## config.mk

```make
export PLATFORM = sky130hd
export DESIGN_NAME = sigdel_dac_mc_flat
export DESIGN_NICKNAME = d
export VERILOG_FILES = /design/src/rtl/sigdel_dac_mc_if.sv /design/src/rtl/sigdel_dac_mc.sv /design/src/flat_wrapper.sv
export SDC_FILE = /design/constraint.sdc
export NUM_CORES = 1
export LEC_CHECK = 0
export CORE_ASPECT_RATIO = 1.4
export CORE_UTILIZATION = 35
export DETAILED_ROUTE_END_ITERATION = 6
export HOLD_SLACK_MARGIN = 0.12
export SYNTH_ARGS = -nofsm -noshare
export SYNTH_HDL_FRONTEND = slang
export SYNTH_SLANG_ARGS = --single-unit
```

## constraint.sdc

```tcl
create_clock -name clk -period 9.01 [get_ports clk]
set_clock_uncertainty 0.1 [all_clocks]
set_input_delay 1.802 -clock clk [delete_from_list [all_inputs] [get_ports clk]]
set_output_delay 1.802 -clock clk [all_outputs]
set_load 0.01 [all_outputs]
```

## src/rtl/sigdel_dac_mc_if.sv

```systemverilog
// Sample-write bus for sigdel_dac_mc: channel-addressed sample writes plus a global load strobe.
// Handshake: a write transfers on a rising clk edge where in_valid=1 and in_ready=1; in_ready never
// depends on in_valid; in_chan/in_DAC are only meaningful while in_valid=1; load needs no handshake.
interface sigdel_dac_mc_if #(
  parameter int BITLEN = 16,
  parameter int NCH    = 4
);
  localparam int CW = (NCH > 1) ? $clog2(NCH) : 1;

  logic              in_valid;
  logic              in_ready;
  logic [CW-1:0]     in_chan;
  logic [BITLEN-1:0] in_DAC;
  logic              load;

  modport master (output in_valid, in_chan, in_DAC, load, input in_ready);
  modport slave  (input in_valid, in_chan, in_DAC, load, output in_ready);
endinterface

```

## src/rtl/sigdel_dac_mc.sv

```systemverilog
// Multi-channel sigma-delta DAC: shadow/active sample registers feeding one 1st- or 2nd-order
// modulator per channel. Define SIGDEL_DITHER_EN to add a 1-LSB LFSR dither to every quantiser.
module sigdel_dac_mc #(
  parameter int BITLEN = 16,
  parameter int NCH    = 4,
  parameter int ORDER  = 2
) (
  input  logic           clk,
  input  logic           rst,
  input  logic           en,
  sigdel_dac_mc_if.slave bus,
  output logic [NCH-1:0] out
);

  // Reset asserts asynchronously; release is retimed through two flops.
  logic [1:0] r_rst_sync;
  logic       w_rst_n;

  always_ff @(posedge clk or negedge rst) begin
    if (!rst) r_rst_sync <= 2'b00;
    else      r_rst_sync <= {r_rst_sync[0], 1'b1};
  end

  assign w_rst_n      = r_rst_sync[1];
  assign bus.in_ready = w_rst_n;

  logic [BITLEN-1:0] r_shadow [NCH];
  logic [BITLEN-1:0] r_active [NCH];

  // Load copies the pre-edge shadow, so a same-edge write lands in the shadow only.
  always_ff @(posedge clk or negedge w_rst_n) begin
    if (!w_rst_n) begin
      for (int c = 0; c < NCH; c++) begin
        r_shadow[c] <= '0;
        r_active[c] <= '0;
      end
    end else begin
      for (int c = 0; c < NCH; c++) begin
        if (bus.load) r_active[c] <= r_shadow[c];
        if (bus.in_valid && (int'(bus.in_chan) == c)) r_shadow[c] <= bus.in_DAC;
      end
    end
  end

  logic w_dither;

`ifdef SIGDEL_DITHER_EN
  logic [15:0] r_lfsr;

  always_ff @(posedge clk or negedge w_rst_n) begin
    if (!w_rst_n)  r_lfsr <= 16'hACE1;
    else if (en)   r_lfsr <= {r_lfsr[14:0], r_lfsr[15] ^ r_lfsr[13] ^ r_lfsr[12] ^ r_lfsr[10]};
  end

  assign w_dither = r_lfsr[0];
`else
  assign w_dither = 1'b0;
`endif

  generate
    if (ORDER == 1) begin : g_o1
      for (genvar c = 0; c < NCH; c++) begin : g_ch
        logic [BITLEN-1:0] r_acc;
        logic              r_out;
        logic [BITLEN:0]   w_sum;

        assign w_sum = {1'b0, r_acc} + {1'b0, r_active[c]} + {{BITLEN{1'b0}}, w_dither};

        always_ff @(posedge clk or negedge w_rst_n) begin
          if (!w_rst_n) begin
            r_acc <= '0;
            r_out <= 1'b0;
          end else if (en) begin
            r_acc <= w_sum[BITLEN-1:0];
            r_out <= w_sum[BITLEN];
          end else begin
            r_out <= 1'b0;
          end
        end

        assign out[c] = r_out;
      end
    end else if (ORDER == 2) begin : g_o2
      // Integrators are BITLEN+4 wide; sums are formed two bits wider so the clamp sees true overflow.
      localparam int IW     = BITLEN + 4;
      localparam int EW     = BITLEN + 6;
      localparam int SMAX_I = (1 << (BITLEN + 2)) - 1;
      localparam int HALF_I = 1 << (BITLEN - 1);
      localparam logic signed [EW-1:0] SMAX = EW'(SMAX_I);
      localparam logic signed [EW-1:0] SMIN = -SMAX;
      localparam logic signed [EW-1:0] HALF = EW'(HALF_I);
      localparam logic signed [EW-1:0] ZERO = '0;

      function automatic logic signed [IW-1:0] sat(input logic signed [EW-1:0] v);
        if (v > SMAX)      return SMAX[IW-1:0];
        else if (v < SMIN) return SMIN[IW-1:0];
        else               return v[IW-1:0];
      endfunction

      for (genvar c = 0; c < NCH; c++) begin : g_ch
        logic signed [IW-1:0] r_i1;
        logic signed [IW-1:0] r_i2;
        logic                 r_out;
        logic signed [EW-1:0] w_xs;
        logic signed [EW-1:0] w_fb;
        logic signed [EW-1:0] w_i1_raw;
        logic signed [EW-1:0] w_i2_raw;
        logic signed [EW-1:0] w_q;
        logic signed [IW-1:0] w_i1_new;
        logic signed [IW-1:0] w_i2_new;

        assign w_xs     = $signed({{(EW-BITLEN){1'b0}}, r_active[c]}) - HALF;
        assign w_fb     = r_out ? HALF : -HALF;
        assign w_i1_raw = $signed({{2{r_i1[IW-1]}}, r_i1}) + w_xs - w_fb;
        assign w_i1_new = sat(w_i1_raw);
        assign w_i2_raw = $signed({{2{r_i2[IW-1]}}, r_i2})
                        + $signed({{2{w_i1_new[IW-1]}}, w_i1_new}) - w_fb;
        assign w_i2_new = sat(w_i2_raw);
        // Dither only nudges the comparison; the stored integrator stays undithered.
        assign w_q      = $signed({{2{w_i2_new[IW-1]}}, w_i2_new})
                        + $signed({{(EW-1){1'b0}}, w_dither});

        always_ff @(posedge clk or negedge w_rst_n) begin
          if (!w_rst_n) begin
            r_i1  <= '0;
            r_i2  <= '0;
            r_out <= 1'b0;
          end else if (en) begin
            r_i1  <= w_i1_new;
            r_i2  <= w_i2_new;
            r_out <= (w_q >= ZERO);
          end else begin
            r_out <= 1'b0;
          end
        end

        assign out[c] = r_out;
      end
    end else begin : g_bad_order
      $error("sigdel_dac_mc: ORDER must be 1 or 2");
    end
  endgenerate

endmodule
```

## src/flat_wrapper.sv

```systemverilog
// flat-port wrapper written by rule: the top's interface ports become plain ports
module sigdel_dac_mc_flat 
#(
  parameter int BITLEN = 16,
  parameter int NCH    = 4,
  parameter int ORDER  = 2
)
  (clk, rst, en, out, bus_in_valid, bus_in_chan, bus_in_DAC, bus_load, bus_in_ready);
  sigdel_dac_mc_if #(.BITLEN(BITLEN), .NCH(NCH)) bus_i ();
  input  logic clk;
  input  logic rst;
  input  logic en;
  output logic [NCH-1:0] out;
  input wire logic [$bits(bus_i.in_valid)-1:0] bus_in_valid;
  input wire logic [$bits(bus_i.in_chan)-1:0] bus_in_chan;
  input wire logic [$bits(bus_i.in_DAC)-1:0] bus_in_DAC;
  input wire logic [$bits(bus_i.load)-1:0] bus_load;
  output wire logic [$bits(bus_i.in_ready)-1:0] bus_in_ready;
  assign bus_i.in_valid = bus_in_valid;
  assign bus_i.in_chan = bus_in_chan;
  assign bus_i.in_DAC = bus_in_DAC;
  assign bus_i.load = bus_load;
  assign bus_in_ready = bus_i.in_ready;
  sigdel_dac_mc #(.BITLEN(BITLEN), .NCH(NCH), .ORDER(ORDER)) u_core (.clk(clk), .rst(rst), .en(en), .bus(bus_i), .out(out));
endmodule
```

* After elaboration in Yosys (flattened, before gate mapping)
Cells that the tools add are included.
** Word-level totals
- Input bits :: 23
- Word-level logic and storage cells :: 93
- Output and inout port bits :: 5
- Flip-flop bits (word level) :: 294
** Operators by class
- Multiplexer cells :: 24
- Equality and inequality tests :: 3
- $add $sub $neg :: 20
- Reductions and logical operators :: 5
- Magnitude comparators :: 20
** Operator list (number)
- $mux W20 :: 16
- $gt A22 B19 Y1 const B :: 8
- $lt A22 B19 Y1 const B :: 8
- $sub A22 B22 Y22 :: 8
- $mux W22 :: 4
- $add A20 B17 Y21 :: 4
- $add A20 B20 Y21 :: 4
- $ge A20 B1 Y1 const B :: 4
- $sub A16 B16 Y17 const B :: 4
- $eq A2 B2 Y1 const B :: 2
- $logic_and A1 B1 Y1 :: 4
- $mux W1 :: 4
- $eq A2 B1 Y1 const B :: 1
- $logic_not A2 Y1 :: 1

* Depth between registers and ports, before layout
Gate-level depths: netlist of the first run.
- Depth in word-level cells :: 13
- Depth in mapped cells :: 47
- Gate-level depth less buffers :: 45

* Least setup slack after synthesis of the first run
Ideal clock, no wire load.
- Path type :: flip-flop to flip-flop
- Start point :: register u_core.r_active[48] (netlist bit)
- End point :: register u_core.g_o2.g_ch[0].r_i2[10]
- Setup slack :: -591 ps
- Cell stages (with the launch flop) :: 44
- Path buffers :: 2
- Data required time :: 8761 ps
- Data arrival time :: 9352 ps
- Library setup time :: 149 ps
- Cell sequence :: dfrtp_1 ha_1 inv_1 fa_1 nand2b_1 a211oi_1 o2111ai_1 a21boi_0 o21ba_2 a21oi_1 o21bai_1 xor2_1 inv_1 fa_1 xnor2_1 or4_1 or4_1 or4_1 [8 not listed] o31a_1 o31a_1 o21bai_1 a21boi_0 o21ai_0 nand2_1 xor2_1 inv_1 fa_1 xor2_1 and4b_1 nand4_1 nand4bb_1 nor4_1 nor4_1 nor2_1 clkbuf_1 o221ai_1
** Between the ends
- Cells in the longest elaborated chain, start to end :: 11
- Elaborated cells between the ends (all ways) :: 13
- Classes of those cells :: add/sub (5); order compare (4); mux (4)
** RTL lines
- from (decl) :: line sigdel_dac_mc.sv:28 : logic [BITLEN-1:0] r_active [NCH];
- from (signal, indexed assignment) :: line sigdel_dac_mc.sv:39 : if (bus.load) r_active[c] <= r_shadow[c];
- $sub A16 B16 Y17 (*) :: line sigdel_dac_mc.sv:112 : assign w_xs = $signed({{(EW-BITLEN){1'b0}}, r_active[c]}) - HALF;
- $add A20 B17 Y21 (*) :: line sigdel_dac_mc.sv:114 : assign w_i1_raw = $signed({{2{r_i1[IW-1]}}, r_i1}) + w_xs - w_fb;
- $sub A22 B22 Y22 (*) :: line sigdel_dac_mc.sv:114
- $lt A22 B19 Y1 :: line sigdel_dac_mc.sv:96 : else if (v < SMIN) return SMIN[IW-1:0];
- $mux W20 :: line sigdel_dac_mc.sv:96
- $mux W20 (*) :: line sigdel_dac_mc.sv:95 : if (v > SMAX) return SMAX[IW-1:0];
- net u_core.g_o2.g_ch[0].w_i1_new[2] :: line sigdel_dac_mc.sv:109 : logic signed [IW-1:0] w_i1_new;
- $add A20 B20 Y21 (*) :: line sigdel_dac_mc.sv:117 : + $signed({{2{w_i1_new[IW-1]}}, w_i1_new}) - w_fb;
- $sub A22 B22 Y22 (*) :: line sigdel_dac_mc.sv:117
- $lt A22 B19 Y1 :: line sigdel_dac_mc.sv:96
- $mux W20 :: line sigdel_dac_mc.sv:96
- $mux W20 (*) :: line sigdel_dac_mc.sv:95
- to (signal assigned) :: line sigdel_dac_mc.sv:130 : r_i2 <= w_i2_new;
- to (decl) :: line sigdel_dac_mc.sv:102 : logic signed [IW-1:0] r_i2;
The timed path passes the listed nets; every way through them passes the cells marked *.
A chain may end at the register's enable or synchronous reset.

* Final worst setup path of the first run
- Start point :: register u_core.r_active[48] (netlist bit)
- End point :: register u_core.g_o2.g_ch[0].r_i1[1]
** Between the ends
- Cells in the longest elaborated chain, start to end :: 6
- Elaborated cells between the ends (all ways) :: 7
- Classes of those cells :: add/sub (3); order compare (2); mux (2)
** RTL lines
- $sub A16 B16 Y17 (*) :: line sigdel_dac_mc.sv:112
- $add A20 B17 Y21 (*) :: line sigdel_dac_mc.sv:114
- $sub A22 B22 Y22 (*) :: line sigdel_dac_mc.sv:114
- $lt A22 B19 Y1 :: line sigdel_dac_mc.sv:96
- $mux W20 :: line sigdel_dac_mc.sv:96
- $mux W20 (*) :: line sigdel_dac_mc.sv:95
- to (signal assigned) :: line sigdel_dac_mc.sv:129 : r_i1 <= w_i1_new;
- to (decl) :: line sigdel_dac_mc.sv:101 : logic signed [IW-1:0] r_i1;
Mark *: on every way between the ends. The rest lies on a longest branch, timed or not.

==> reports/results.tsv, run 1 <==
metric	value	unit
GRT Overall Usage	21.4	%
Synth-to-Final Area Change	37.9	%
initial antenna violation count	1	
Netlist cell types	91	
grt total ovfl	0	
Setup CP Type	register to register	
CTS max path bufs	3	
Layout Nets	3241	
asr flop ratio synth	100	%
fmax	101	MHz
met2 wire len	36200	um
IO Port Bufs	27	
wl on met1	27200	um
top cell type's share of synthesized area	33.5	%
clk_lat worst skew	0.55	ns
# hold bufs at CTS	0	
setup ws final	-0.878	ns
DRC	0	
Post-synth EDFFs	0	
Post-Syn Area per Cell	9.10	um^2
cell count after synthesis	2414	
Max FO, Critical Path	4	
max_cap viols	0	
Slew headroom	33.6	%
Mapped Area	22000	um^2
CTS sink count	294	
Clock Tree Root	clkbuf_16	
leading area contributor after synthesis	dfrtp_1	
Initial Utilization	35.4	%
commonest non-fill, non-tap cell in the layout	buf_4	
Worst R2R End	u_core.g_o2.g_ch[0].r_i1[1]	
Worst Tran Pin Value	0.996	ns
top sig layer	met5	
worst path required time	9.29	ns
CTS buffer count	34	
die height	298	um
detailed-route wire length	68200	um
fraction of layout cells with a size suffix above 1	36.1	%
Worst setup EP type	register	
Worst R2R Path Depth	63	
Iteration-0 DRC Markers	1003	
Die ar.	63800	um^2
flop-to-flop setup slack	-0.88	ns
Hold Vio Cnt, Final	0	
Routed Antenna Nets	0	
most common flop cell mapped by yosys	dfrtp_1	
minimum clock period	9.89	ns
Placer Congestion	0.924	
post-synthesis sequential area ratio	33.5	%
commonest cells after routing, fill and taps aside	buf_4, dfrtp_1, ha_1	
first-pass GRT wire length	110000	um
RSZ-0062 raised after global routing	true	
vias in the first global route	22123	
io pins	28	
wire length per cell	17.8	um
Synth Warn #	0	
H-tree Lvls	2	
largest net degree at the start of global routing	75	
dpl hpwl	48700	um
CP most frequent cell	buf_4	
top cells by area, synth	dfrtp_1, ha_1, mux2_2, a21oi_1, o21ai_0	
Syn Nets	2661	
CP max stage cell	or4_4	
antenna diode count	0	
filler instances	5590	
Critical Path Max Stage Delay	0.55	ns
worst flop-to-flop path startpoint	u_core.r_active[48]	
WP data arrival	10.17	ns
Vias	20698	
status	finished with violations	
clk slew on worst S/H paths	0.06	ns
# setup viols final	40	
fin util	48.8	%
fin crit share	110	%
Final Slew Violations	0	
synthesized flop and latch total	294	
register area	7360	um^2
DR pass1 iterations	5	
hold crit path type	register to asynchronous set/reset pin	
DR WL met3	1870	um
area taken by multi-input logic gates	15300	um^2
crit path launch type	register	
Core Rows	108	
Vias/cell	5.39	
violated checks	setup timing	
Placeable Area	62000	um^2
die width	214	um
CTS tree	yes	
pre-CTS WS	-1.21	ns
[cell families (layout without fill, tap and decap cells)]
group	count (synthesis)	after routing	share of synthesized area, %
compound gates	713	715	21.6
xor+xnor	130	130	5.18
fa+ha+maj	224	224	13.3
buf+inv	229	831	4.06
flops	294	294	33.5
mux	142	142	7.23
other cells	1	1	0.0171
simple gates	681	681	15.1
[worst max path at each step]
stage	start	to	slack, ns	cells after the start
3_5_place_dp	u_core.r_active[48]	u_core.g_o2.g_ch[0].r_i2[16]	-1.21	43
6_report	u_core.r_active[48]	u_core.g_o2.g_ch[0].r_i1[1]	-0.88	63
5_1_grt	u_core.r_active[48]	u_core.g_o2.g_ch[0].r_i2[7]	-1.04	43
2_1_floorplan	u_core.r_active[48]	u_core.g_o2.g_ch[0].r_i2[10]	-0.003	43
3_3_place_gp	u_core.r_active[48]	u_core.g_o2.g_ch[0].r_i2[17]	-1.25	43
4_1_cts	u_core.r_active[48]	u_core.g_o2.g_ch[0].r_i2[15]	-0.71	43
[Yosys cell counts, drive strengths merged (6+ instances only)]
cell type,instances
nor2b,34
o21a,34
o311ai,14
mux2i,9
nor2,195
and3,10
buf,13
or2,13
a211o,9
nand2b,41
nor4,14
a211oi,30
nand3,47
o21bai,28
o22ai,26
o2111ai,6
fa,16
o31a,11
nand4,25
nor3,35
a21boi,11
nand3b,6
mux2,133
nor3b,12
and2,14
xnor2,77
dfrtp,294
a31oi,36
ha,208
o211ai,19
or4,12
a221o,12
inv,148
o221ai,42
o21ai,148
clkbuf,67
a21oi,168
nand2,187
o31ai,13
xor2,53
or3,12
a21o,54
[critical path: cells and delay by family (launching register included)]
family                   cells  cell delay, ns
buffers and inverters       43            4.11
AND/OR/NAND/NOR              7            2.42
AO/OA/AOI/OAI                8            1.31
adder cells (fa/ha/maj)      3            0.90
flip-flops                   1            0.43
XOR/XNOR                     2            0.42
[sequential cells by signal, indices dropped and copies added (netlist names)]
signal,flops
u_core.g_o2.g_ch.r_i1,80
u_core.g_o2.g_ch.r_i2,80
u_core.r_shadow,64
u_core.r_rst_sync,2
u_core.g_o2.g_ch.r_out,4
u_core.r_active,64
[per-stage QoR]
step | area (um^2) | setup TNS (ns) | hold slack (ns) | std cells
2_1_floorplan | 22100 | -0.0308 | 0.231 | 2414
4_1_cts | 29000 | -23.24 | 0.244 | 3798
5_1_grt | 30300 | -49.37 | 0.256 | 3843
3_3_place_gp | 26400 | -44.79 | 0.221 | 3629
6_report | 30300 | -21.23 | 0.221 | 3843
3_5_place_dp | 26400 | -51.11 | 0.236 | 3629
[layer usage]
metal,up-vias,track usage (%)
met4,2,9.88
met3,174,2.07
met1,10117,24.0
met2,409,39.9
li1,9996,-
met5,-,0
[what timing repair did]
| item | CTS | global route |
|---|---|---|
| gates cloned | 5 | 1 |
| buffers inserted | 104 | 46 |
| resized for setup | 148 | 221 |
| setup endpoints to repair | 77 | 82 |
| pin swaps | 107 | 147 |
[cell type report]
cell class | count | share of cell area (%)
Tap cell | 825 | 3.41
Inverter | 149 | 1.85
Multi-Input combinational cell | 1893 | 50.6
Timing Repair Buffer | 622 | 16.2
Clock buffer | 41 | 3.06
Sequential cell | 294 | 24.3
Clock inverter | 19 | 0.578
Power of run 1 is not shown: default switching activity piles up to over one toggle a cycle in this logic, so the estimate is an artifact.
==> run 2, diff against run 1 <==
--- a/config.mk
+++ b/config.mk
@@ -9,6 +9,7 @@
 export CORE_UTILIZATION = 35
 export DETAILED_ROUTE_END_ITERATION = 6
 export HOLD_SLACK_MARGIN = 0.12
+export PLACE_DENSITY_LB_ADDON = 0.08
 export SYNTH_ARGS = -nofsm -noshare
 export SYNTH_HDL_FRONTEND = slang
 export SYNTH_SLANG_ARGS = --single-unit
==> reports/results.tsv, run 2 (synthesis results as in run 1) <==
metric	value	unit
Worst setup EP type	register	
H-tree Lvls	2	
Hold Vio Cnt, Final	0	
grt total ovfl	0	
Initial Utilization	35.4	%
dpl hpwl	49500	um
die height	298	um
antenna diode count	0	
commonest cells after routing, fill and taps aside	buf_4, dfrtp_1, ha_1	
commonest non-fill, non-tap cell in the layout	buf_4	
Largest regs	u_core.g_o2.g_ch.r_i1 x80, u_core.g_o2.g_ch.r_i2 x80	
Setup CP Type	register to register	
Worst R2R End	u_core.g_o2.g_ch[0].r_i1[0]	
IO Port Bufs	27	
CP max stage cell	or3b_2	
Layout Nets	3297	
Die ar.	63800	um^2
pre-CTS WS	-1.51	ns
Hold Path Depth	0	
max_cap viols	0	
worst flop-to-flop path startpoint	u_core.r_active[53]	
fin util	49.8	%
Synth-to-Final Area Change	40.7	%
CTS buffer count	36	
GRT Overall Usage	21.6	%
CTS tree	yes	
Min Hold Slack	0.246	ns
clk slew on worst S/H paths	0.06	ns
hold crit path type	register to register	
Placer Congestion	0.881	
Hold Path Sink	u_core.r_rst_sync[1]	
io pins	28	
Vias/cell	5.28	
minimum clock period	10.11	ns
wire length per cell	17.7	um
status	finished with violations	
RSZ-0062 raised after global routing	true	
Slew headroom	31.7	%
crit path launch type	register	
Max FO, Critical Path	3	
register area	7360	um^2
flop-to-flop setup slack	-1.10	ns
Hold Startpoint	u_core.r_rst_sync[0]	
worst path required time	9.37	ns
largest net degree at the start of global routing	79	
CP most frequent cell	buf_4	
fin crit share	112	%
CTS max path bufs	3	
WP data arrival	10.47	ns
first-pass GRT wire length	110000	um
fmax	98.9	MHz
Worst Tran Pin Value	1.02	ns
CTS sink count	294	
area taken by multi-input logic gates	15400	um^2
violated checks	setup timing	
DR pass1 iterations	6	
Worst R2R Path Depth	65	
Routed Antenna Nets	0	
DRC	0	
Critical Path Max Stage Delay	0.49	ns
Vias	20591	
Iteration-0 DRC Markers	723	
filler instances	5791	
Final Slew Violations	0	
clk_lat worst skew	0.57	ns
setup ws final	-1.10	ns
fraction of layout cells with a size suffix above 1	38.0	%
Core Rows	108	
# setup viols final	50	
Clock Tree Root	clkbuf_16	
initial antenna violation count	0	
Placeable Area	62000	um^2
detailed-route wire length	69200	um
vias in the first global route	21608	
die width	214	um
-- run 2: repair_timing --
action	in CTS	in global routing
pin swaps	155	153
cloned	5	2
hold buffers	0	0
setup buffers	142	53
endpoints found under the setup margin	78	83
resized for setup	180	219
-- run 2: worst max-delay path by stage --
| stage | start | to | cells after the start |
|---|---|---|---|
| final | u_core.r_active[53] | u_core.g_o2.g_ch[0].r_i1[0] | 65 |
| after global routing | u_core.r_active[53] | u_core.g_o2.g_ch[0].r_i1[0] | 65 |
| after CTS | u_core.r_active[48] | u_core.g_o2.g_ch[0].r_i2[12] | 45 |
| after detailed placement | u_core.r_active[48] | u_core.g_o2.g_ch[0].r_i2[3] | 43 |
| after global placement | u_core.r_active[48] | u_core.g_o2.g_ch[0].r_i2[16] | 43 |
| after floorplan | u_core.r_active[48] | u_core.g_o2.g_ch[0].r_i2[10] | 43 |
-- run 2: per-stage QoR --
stage,area (um^2),instances,TNS [ns]
finish,30900,3897,-28.72
global route,30900,3897,-59.10
CTS,29700,3857,-26.67
detailed placement,26600,3651,-63.18
global placement,26600,3651,-59.98
floorplan,22100,2414,-0.0308
-- run 2: layer usage --
layer  track usage, %  up-vias  part of all wire (%)
met2             40.7      257                    53
li1                 -    10112                     -
met3             2.42      132                   2.3
met1             24.4    10090                    41
met4             7.99        0                   3.5
met5                0        -                     0
-- run 2: final cells by class --
class	instances	area share (%)
Clock inverter	20	0.769
Clock buffer	40	3.10
Tap cell	825	3.34
Inverter	149	1.82
Sequential cell	294	23.8
Timing Repair Buffer	678	17.4
Multi-Input combinational cell	1891	49.7
-- run 2: worst max-delay path: cells and delay by family (launching register included) --
kind,cells,cell delay [ns]
flops,1,0.39
fa+ha+maj,2,0.59
buf+inv,45,5.59
xor+xnor,1,0.10
compound gates,12,1.79
simple gates,3,1.02
mux,2,0.43
Power of run 2 is left out for the same reason.
